<file path="config.mk">
export PLATFORM = sky130hd
export DESIGN_NAME = quick_spi_sequencer
export DESIGN_NICKNAME = d
export VERILOG_FILES = /design/src/rtl/quick_spi_sequencer.sv
export SDC_FILE = /design/constraint.sdc
export NUM_CORES = 1
export LEC_CHECK = 0
export ABC_CLOCK_PERIOD_IN_PS = 6700
export CORE_UTILIZATION = 50
export DETAILED_ROUTE_END_ITERATION = 12
export GPL_TIMING_DRIVEN = 0
export PLACE_DENSITY_LB_ADDON = 0.05
export SKIP_CTS_REPAIR_TIMING = 1
export SYNTH_ARGS = -nofsm -noshare
export SYNTH_HDL_FRONTEND = slang
export SYNTH_SLANG_ARGS = --single-unit
</file>
<file path="constraint.sdc">
create_clock -name clk -period 6.7 [get_ports clk]
set_input_delay 1.005 -clock clk [delete_from_list [all_inputs] [get_ports clk]]
set_output_delay 1.005 -clock clk [all_outputs]
set_load 0.01 [all_outputs]
</file>
<file path="src/rtl/quick_spi_sequencer.sv">
// ---------------------------------------------------------------------------
// quick_spi_sequencer
//
// Queues SPI commands and replays them one at a time to an external SPI
// master. Each popped command yields exactly one response, either carrying
// the read data returned by the master or flagging a timeout.
//
// Ports
//   clk                 single clock, all logic on the rising edge
//   reset               synchronous, active-high
//   cmd_valid/ready     command push handshake (ready = queue not full)
//   cmd_slave           slave select field of the command
//   cmd_operation       0 = READ, 1 = WRITE
//   cmd_data            outgoing payload
//   start_transaction   one-cycle strobe to the SPI master
//   slave/operation/
//   outgoing_data       command fields presented to the master while it is
//                       working on the command, zero otherwise
//   end_of_transaction  completion strobe from the master
//   incoming_data       read result from the master
//   rsp_valid/ready     response handshake
//   rsp_data            read data (0 for WRITE or timeout)
//   rsp_operation       echoed operation of the answered command
//   rsp_timeout         master did not complete within TIMEOUT_CYCLES
//   fifo_level          number of queued commands
//   busy                sequencer not idle or commands still queued
// ---------------------------------------------------------------------------
module quick_spi_sequencer #(
  parameter int NUMBER_OF_SLAVES    = 2,
  parameter int OUTGOING_DATA_WIDTH = 16,
  parameter int INCOMING_DATA_WIDTH = 8,
  parameter int CMD_FIFO_DEPTH      = 4,
  parameter int TIMEOUT_CYCLES      = 1024,
  parameter int GAP_CYCLES          = 2
) (
  input  logic                                clk,
  input  logic                                reset,
  input  logic                                cmd_valid,
  output logic                                cmd_ready,
  input  logic [NUMBER_OF_SLAVES-1:0]         cmd_slave,
  input  logic                                cmd_operation,
  input  logic [OUTGOING_DATA_WIDTH-1:0]      cmd_data,
  output logic                                start_transaction,
  output logic [NUMBER_OF_SLAVES-1:0]         slave,
  output logic                                operation,
  output logic [OUTGOING_DATA_WIDTH-1:0]      outgoing_data,
  input  logic                                end_of_transaction,
  input  logic [INCOMING_DATA_WIDTH-1:0]      incoming_data,
  output logic                                rsp_valid,
  input  logic                                rsp_ready,
  output logic [INCOMING_DATA_WIDTH-1:0]      rsp_data,
  output logic                                rsp_operation,
  output logic                                rsp_timeout,
  output logic [$clog2(CMD_FIFO_DEPTH):0]     fifo_level,
  output logic                                busy
);

  localparam int PTR_W   = $clog2(CMD_FIFO_DEPTH);
  localparam int LVL_W   = PTR_W + 1;
  localparam int ENTRY_W = NUMBER_OF_SLAVES + 1 + OUTGOING_DATA_WIDTH;
  // One counter serves both the end-of-transaction wait and the gap.
  localparam int CNT_W   = $clog2(TIMEOUT_CYCLES + GAP_CYCLES + 1) + 1;

  localparam logic [LVL_W-1:0] FULL_LEVEL   = LVL_W'(CMD_FIFO_DEPTH);
  localparam logic [CNT_W-1:0] TIMEOUT_LAST = CNT_W'(TIMEOUT_CYCLES - 1);
  localparam logic [CNT_W-1:0] GAP_LAST     = CNT_W'((GAP_CYCLES > 0) ? (GAP_CYCLES - 1) : 0);

  typedef enum logic [2:0] {
    ST_IDLE     = 3'd0,
    ST_ISSUE    = 3'd1,
    ST_WAIT_EOT = 3'd2,
    ST_RESPOND  = 3'd3,
    ST_GAP      = 3'd4
  } state_t;

  state_t r_state;
  state_t w_state_next;

  // Command queue storage
  logic [ENTRY_W-1:0] r_mem [CMD_FIFO_DEPTH];
  logic [PTR_W-1:0]   r_wr_ptr;
  logic [PTR_W-1:0]   r_rd_ptr;
  logic [LVL_W-1:0]   r_level;
  logic [ENTRY_W-1:0] w_head;
  logic               w_push;
  logic               w_pop;

  // Command currently owned by the sequencer
  logic [NUMBER_OF_SLAVES-1:0]    r_hold_slave;
  logic                           r_hold_op;
  logic [OUTGOING_DATA_WIDTH-1:0] r_hold_data;

  // Response registers
  logic [INCOMING_DATA_WIDTH-1:0] r_rsp_data;
  logic                           r_rsp_operation;
  logic                           r_rsp_timeout;

  logic [CNT_W-1:0]               r_cnt;
  logic [CNT_W-1:0]               w_cnt_next;
  logic                           w_rsp_load;
  logic                           w_rsp_timeout_next;
  logic [INCOMING_DATA_WIDTH-1:0] w_rsp_data_next;
  logic                           w_drive;

  // ---------------------------------------------------------------------
  // Command queue. Ready is derived from the registered level only, so a
  // full queue refuses a push even in a cycle where the head is popped.
  // ---------------------------------------------------------------------
  assign cmd_ready = (r_level != FULL_LEVEL);
  assign w_push    = cmd_valid && cmd_ready;
  assign w_head    = r_mem[r_rd_ptr];

  always_ff @(posedge clk) begin
    if (w_push) begin
      r_mem[r_wr_ptr] <= {cmd_slave, cmd_operation, cmd_data};
    end
  end

  // Depth is a power of two, so pointer wrap is the natural overflow.
  always_ff @(posedge clk) begin
    if (reset) begin
      r_wr_ptr <= '0;
      r_rd_ptr <= '0;
      r_level  <= '0;
    end else begin
      if (w_push) begin
        r_wr_ptr <= r_wr_ptr + 1'b1;
      end
      if (w_pop) begin
        r_rd_ptr <= r_rd_ptr + 1'b1;
      end
      unique case ({w_push, w_pop})
        2'b10:   r_level <= r_level + 1'b1;
        2'b01:   r_level <= r_level - 1'b1;
        default: r_level <= r_level;
      endcase
    end
  end

  // Holding registers capture the head at the moment it is popped.
  always_ff @(posedge clk) begin
    if (w_pop) begin
      {r_hold_slave, r_hold_op, r_hold_data} <= w_head;
    end
  end

  // ---------------------------------------------------------------------
  // Sequencer FSM: state register
  // ---------------------------------------------------------------------
  always_ff @(posedge clk) begin
    if (reset) begin
      r_state <= ST_IDLE;
      r_cnt   <= '0;
    end else begin
      r_state <= w_state_next;
      r_cnt   <= w_cnt_next;
    end
  end

  // ---------------------------------------------------------------------
  // Sequencer FSM: next state and control strobes
  // ---------------------------------------------------------------------
  always_comb begin
    w_state_next       = r_state;
    w_cnt_next         = r_cnt;
    w_pop              = 1'b0;
    w_rsp_load         = 1'b0;
    w_rsp_timeout_next = 1'b0;
    w_rsp_data_next    = '0;

    unique case (r_state)
      ST_IDLE: begin
        if (r_level != '0) begin
          w_pop        = 1'b1;
          w_state_next = ST_ISSUE;
        end
      end

      ST_ISSUE: begin
        w_cnt_next   = '0;
        w_state_next = ST_WAIT_EOT;
      end

      ST_WAIT_EOT: begin
        // Completion takes priority over a timeout landing in the same cycle.
        if (end_of_transaction) begin
          w_rsp_load      = 1'b1;
          w_rsp_data_next = r_hold_op ? '0 : incoming_data;
          w_state_next    = ST_RESPOND;
        end else if (r_cnt == TIMEOUT_LAST) begin
          w_rsp_load         = 1'b1;
          w_rsp_timeout_next = 1'b1;
          w_state_next       = ST_RESPOND;
        end else begin
          w_cnt_next = r_cnt + 1'b1;
        end
      end

      ST_RESPOND: begin
        if (rsp_ready) begin
          w_cnt_next   = '0;
          w_state_next = (GAP_CYCLES == 0) ? ST_IDLE : ST_GAP;
        end
      end

      ST_GAP: begin
        if (r_cnt == GAP_LAST) begin
          w_state_next = ST_IDLE;
        end else begin
          w_cnt_next = r_cnt + 1'b1;
        end
      end

      default: begin
        w_state_next = ST_IDLE;
      end
    endcase
  end

  // ---------------------------------------------------------------------
  // Response registers: stay stable from capture until the next capture.
  // ---------------------------------------------------------------------
  always_ff @(posedge clk) begin
    if (reset) begin
      r_rsp_data      <= '0;
      r_rsp_operation <= 1'b0;
      r_rsp_timeout   <= 1'b0;
    end else if (w_rsp_load) begin
      r_rsp_data      <= w_rsp_data_next;
      r_rsp_operation <= r_hold_op;
      r_rsp_timeout   <= w_rsp_timeout_next;
    end
  end

  // ---------------------------------------------------------------------
  // Outputs. Command fields are only driven while the master owns the
  // command, so the bus reads zero in every other state (and after reset).
  // ---------------------------------------------------------------------
  assign w_drive           = (r_state == ST_ISSUE) || (r_state == ST_WAIT_EOT);
  assign start_transaction = (r_state == ST_ISSUE);
  assign slave             = w_drive ? r_hold_slave : '0;
  assign operation         = w_drive ? r_hold_op    : 1'b0;
  assign outgoing_data     = w_drive ? r_hold_data  : '0;

  assign rsp_valid     = (r_state == ST_RESPOND);
  assign rsp_data      = r_rsp_data;
  assign rsp_operation = r_rsp_operation;
  assign rsp_timeout   = r_rsp_timeout;

  assign fifo_level = r_level;
  assign busy       = (r_state != ST_IDLE) || (r_level != '0);

endmodule
</file>
# After elaboration in Yosys (flattened, before gate mapping)
# Memories as Yosys holds them, arrays and structs flattened. A register that Yosys moved wholly into a read port is not among the register bits.
# Index checks and enable logic that the tools add are counted.
# word_totals
regBits,32
latch_bits,0
ram_bits,76
romBits,0
input_bits,32
out_inout_bits,36
word_cells,67
memories,1
# mem_list
memory,depth,word_bits,rd,rd_clocked_by_memory_dff,write_ports,line_no,rtl
r_mem,4,19,1,1,1,80,logic [ENTRY_W-1:0] r_mem [CMD_FIFO_DEPTH];
# classes
addsub,5
multipliers,0
div,0
order_cmp,0
eq_ne,16
n_shift,0
mux,27
bitwise_logic,0
reduce_logical,10
# op_table
op,n
two-way mux 12 bit,4
one-hot mux 12 bit (4 select lines),1
two-way mux 8 bit,3
two-way mux 16 bit,1
two-way mux 3 bit,5
one-hot mux 3 bit (5 select lines),1
"adder 12 x 1 -> 12 bit, second input constant",1
"equality test 12 x 1 -> 1 bit, second input constant",1
"equality test 12 x 10 -> 1 bit, second input constant",1
two-way mux 1 bit,10
"inequality test 2 bit, second input constant",5
"equality test 3 x 2 -> 1 bit, second input constant",2
"inequality test 3 bit, second input constant",2
one-hot mux 3 bit (2 select lines),1
nonzero test 3 bit,2
AND reduction 5 bit,1
"adder 2 x 1 -> 2 bit, second input constant",2
AND reduction 4 bit,1
nonzero test 4 bit,1
"adder 3 x 1 -> 3 bit, second input constant",1
"equality test 3 x 1 -> 1 bit, second input constant",1
"equality test 3 bit, second input constant",1
logical NOT 3 bit,1
"subtractor 3 x 1 -> 3 bit, second input constant",1
other kinds (7),8

# Longest topological paths before layout
# logic_depth
word_depth,5
mapped_depth,10
mapped_depth_nobuf,10

# Least setup slack after synthesis
# No wires, ideal clock.
# synth_timing
path_kind,reg2reg
startpoint,reg r_state[0]
endpoint,"reg r_level[2], in the netlist fifo_level[2]"
setup_ns,0.071
t_arrival_ns,3.106
required_ns,6.629
setup_slack_ns,3.523
stages_incl_launch_ff,10
path_buffers,1
synth_period_minus_slack_ns,3.177
path_cell_list,dfxtp_1 clkbuf_1 nor3_1 nor2b_1 ha_1 inv_1 fa_1 xor2_1 or3_1 a21oi_1
# synth_between
elab_chain_len,4
word_cells_on_any_way,6
cone_classes,2 x eq/ne; 2 x mux; 2 x reduce/logical
# synth_rtl
item,line_no,rtl
"start, declared",76,state_t r_state;
"start signal, assigned",155,r_state <= w_state_next;
logical NOT 3 bit *,171,unique case (r_state)
two-way mux 1 bit *,171,
named net w_pop,86,logic w_pop;
equality test 2 x 1 -> 1 bit or equality test 2 bit (tied branches),132,"unique case ({w_push, w_pop})"
one-hot mux 3 bit (2 select lines) or nonzero test 2 bit (tied branches),-,
"end signal, assigned",133,2'b10: r_level <= r_level + 1'b1;
"end signal, assigned",134,2'b01: r_level <= r_level - 1'b1;
"end signal, assigned",135,default: r_level <= r_level;
"end, declared",83,logic [LVL_W-1:0] r_level;
# Mark *: on every way through the listed nets, which the timed path passes. The rest lies on a longest branch.
# A chain may end at the register's enable or synchronous reset.

# Final worst setup path
# layout_timing
startpoint,reg r_state[1]
endpoint,out outgoing_data[12]
# layout_between
elab_chain_len,3
word_cells_on_any_way,4
cone_classes,2 x eq/ne; 1 x mux; 1 x reduce/logical
# layout_rtl
item,line_no,rtl
equality test 3 x 1 -> 1 bit or equality test 3 x 2 -> 1 bit (tied branches),239,assign w_drive = (r_state == ST_ISSUE) || (r_state == ST_WAIT_EOT);
logical OR 1 bit *,239,
two-way mux 16 bit *,243,assign outgoing_data = w_drive ? r_hold_data : '0;
"end, declared",46,"output logic [OUTGOING_DATA_WIDTH-1:0] outgoing_data,"
# Every way passes the cells marked *; elsewhere a longest branch is shown, timed or not.

==> reports/qor.yml <==
critical_path_class: "reg2out"
yosys_warnings: 0
synth_edf_count: 95
ir_drop_mv: 0.296
layout.cells.most_common: "edfxtp_1"
path_clk_slew_ns: 0.06
leakagePower_nw: 2.16
grt_pass1_wl_mm: 15.0
cap_violations: 0
layout.cells.non_filler: 564
setup_tns_ns: 0
synthTopCellsByArea: "edfxtp_1 56%, dfxtp_1 13%, mux4_2 8.4%"
syn-num-nets: 372
combPwrFrac_pct: 26.1
rsz0062_at_grt: "false"
p_int_mw: 1.90
insertedDiodeCount: 0
avgSynthCellArea_um2: 15.3
final_area_mm2: 0.00650
dpl-instance-area_mm2: 0.00593
antenna_found_initial: 0
critPathMaxFanout: 10
die_x_um: 103
outcome: "completed"
cts_tree: "yes"
yosys.area.top_type: "edfxtp_1"
setup_violations: 0
crit_path_end_kind: "primary output"
ys_seq_elements: 127
hold_viol: 0
seqPwrFrac_pct: 40.7
vias: 3057
p_per_area_mw_per_mm2: 402
clk_latency_ns: 0.50
crit_arrival_ns: 3.07
cts_buffers: 17
register_area_mm2: 0.00349
dp.cells: 533
period_minus_slack_ns: 4.07
coreArea_mm2: 0.00982
ant_nets: 0
drcViolationCount: 0
tightestPinTransition_ns: 1.05
rows: 36
dieArea_mm2: 0.0106
async_flop_share_pct: 0
synth_cell_types: 50
synth_top_flop_cell: "edfxtp_1"
slew_headroom_pct: 29.9
avgViaCountPerCell: 5.42
finalWirelength_mm: 9.48
yosysSeqAreaShare_pct: 68.8
slowest_delay_ns: 0.64
cts_max_level: 4
cp_cell_sequence: "clkbuf_1 -> nor3b_1 -> nor2_1 -> clkbuf_1 -> nor2b_1 -> clkdlybuf4s50_1"
root_buffer: "clkbuf_8"
hpwlAfterDp_mm: 6.14
min-delay-path-class: "reg2reg"
grt_max_degree: 20
slowest_stage: "nor2_1"
worstPathRequired_ns: 5.69
synth_top_area_share_pct: 56.2
cp-start-kind: "flop"
start_util_pct: 51.7
power_frac_clock_pct: 33.2
switching_power_mw: 0.710
fp.dieH_um: 103
area.growth.synth_to_final_pct: 28.0
syn_area_mm2: 0.00508
num-fill-cells: 750
period_share_pct: 60.8
critPathMostFrequentCell: "clkbuf_1"
p_sw_share_pct: 27.2
synth_cells: 332
finalWeightedCongestion: 0.779
grt_pass1_vias: 2981
drive_above_1_share_pct: 14.6
skew_ns: 0.00409
drt_iter0_markers: 133
first_pass_iters: 4
cts.path.max_buffers: 2
nets: 459
wire_per_inst_um: 16.8
overflow: 0
slew_violations: 0
fmax_ghz: 0.245
mostFrequentLayoutCells: "95 x edfxtp_1, 67 x clkdlybuf4s50_1, 32 x dfxtp_1"
io_buffers: 67
grt.total_usage_pct: 19.9
multi_input_area_mm2: 0.00149
clock_sinks: 127
ios: 68
worst max-delay path: cells and delay by family (launching register included):
| kind | cells | cell delay (ns) |
|---|---|---|
| buf+inv | 3 | 1.35 |
| simple gates | 3 | 0.90 |
| flops | 1 | 0.32 |
cell usage after synthesis (2+ instances only):
master and number:
a22oi_1 8, nand3_1 5, a211oi_1 2, xor2_1 3
dfxtp_1 32, mux4_2 19, and3_1 6, buf_2 3
nor3_1 6, inv_1 9, nor2b_1 20, edfxtp_1 95
and3b_1 2, nand2b_1 3, o21ai_0 6, ha_1 7
a311oi_1 6, a41oi_1 2, o21a_1 2, nor4_1 2
nor2_1 25, nand2_1 14, nor3b_2 2, and2_1 2
xnor2_1 2, or3_1 2, a21oi_1 13, a31oi_1 4
clkbuf_1 8, a21o_1 2
state kept, by name (all words and copies together), names as in the netlist, 2 cells and up:
name / flops
rsp_data: 8
r_hold_data: 16
r_state: 3
fifo_level: 3
r_rd_ptr: 2
r_wr_ptr: 2
r_cnt: 12
r_hold_slave: 2
r_mem: 76
final timing paths:
path	from	end	slack (ns)	cells after the start
hold reg to reg	rsp_data[2]	rsp_data[2]	0.50	2
setup / recovery	r_state[1]	outgoing_data[12]	2.63	6
setup reg to reg	r_state[0]	fifo_level[2]	3.79	9
hold / removal	rsp_data[2]	rsp_data[2]	0.50	2
logic make-up (layout without fill, tap and decap cells):
| logic type | after synthesis | after routing | share of synthesized area, % |
|---|---|---|---|
| mux | 20 | 20 | 8.62 |
| fa+ha+maj | 8 | 8 | 2.12 |
| compound gates | 53 | 53 | 7.34 |
| simple gates | 97 | 97 | 10.4 |
| flops | 127 | 127 | 68.8 |
| xor+xnor | 5 | 5 | 0.863 |
| buf+inv | 22 | 121 | 1.85 |
through the flow:
stage / hold WS [ns] / util [%] / worst slack (ns) / power (mW)
6_report: 0.503 / 66.2 / 2.63 / 2.61
3_5_place_dp: 0.491 / 60.4 / 3.02 / 1.77
2_1_floorplan: 0.469 / - / 3.52 / 1.46
3_3_place_gp: 0.482 / 60.2 / 2.65 / 1.75
5_1_grt: 0.532 / 66.2 / 2.31 / 2.74
4_1_cts: 0.505 / 66.2 / 2.46 / 2.65
per-layer routing:
metal | GRT usage (%) | vias to the layer above | share of wire, %
met4 | 7.48 | 0 | 1.3
met2 | 31.7 | 71 | 49
met3 | 6.03 | 9 | 4.9
li1 | - | 1458 | -
met5 | 0 | - | 0
met1 | 26.0 | 1519 | 45
area by class of cell:
| type | count | share of cell area [%] |
|---|---|---|
| Inverter | 9 | 0.520 |
| Clock inverter | 13 | 2.27 |
| Buffer | 13 | 0.924 |
| Multi-Input combinational cell | 183 | 23.0 |
| Clock buffer | 18 | 6.43 |
| Sequential cell | 127 | 53.8 |
| Timing Repair Buffer | 68 | 10.6 |
| Tap cell | 133 | 2.56 |
power groups by stage:
stage	combinational, mW	clock, mW	sequential, mW
2_1_floorplan	0.392	0	1.07
3_3_place_gp	0.666	0	1.08
3_5_place_dp	0.695	0	1.08
4_1_cts	0.698	0.882	1.07
5_1_grt	0.747	0.916	1.08
6_report	0.682	0.868	1.06
No activity file was read; power rests on OpenSTA's default activity.
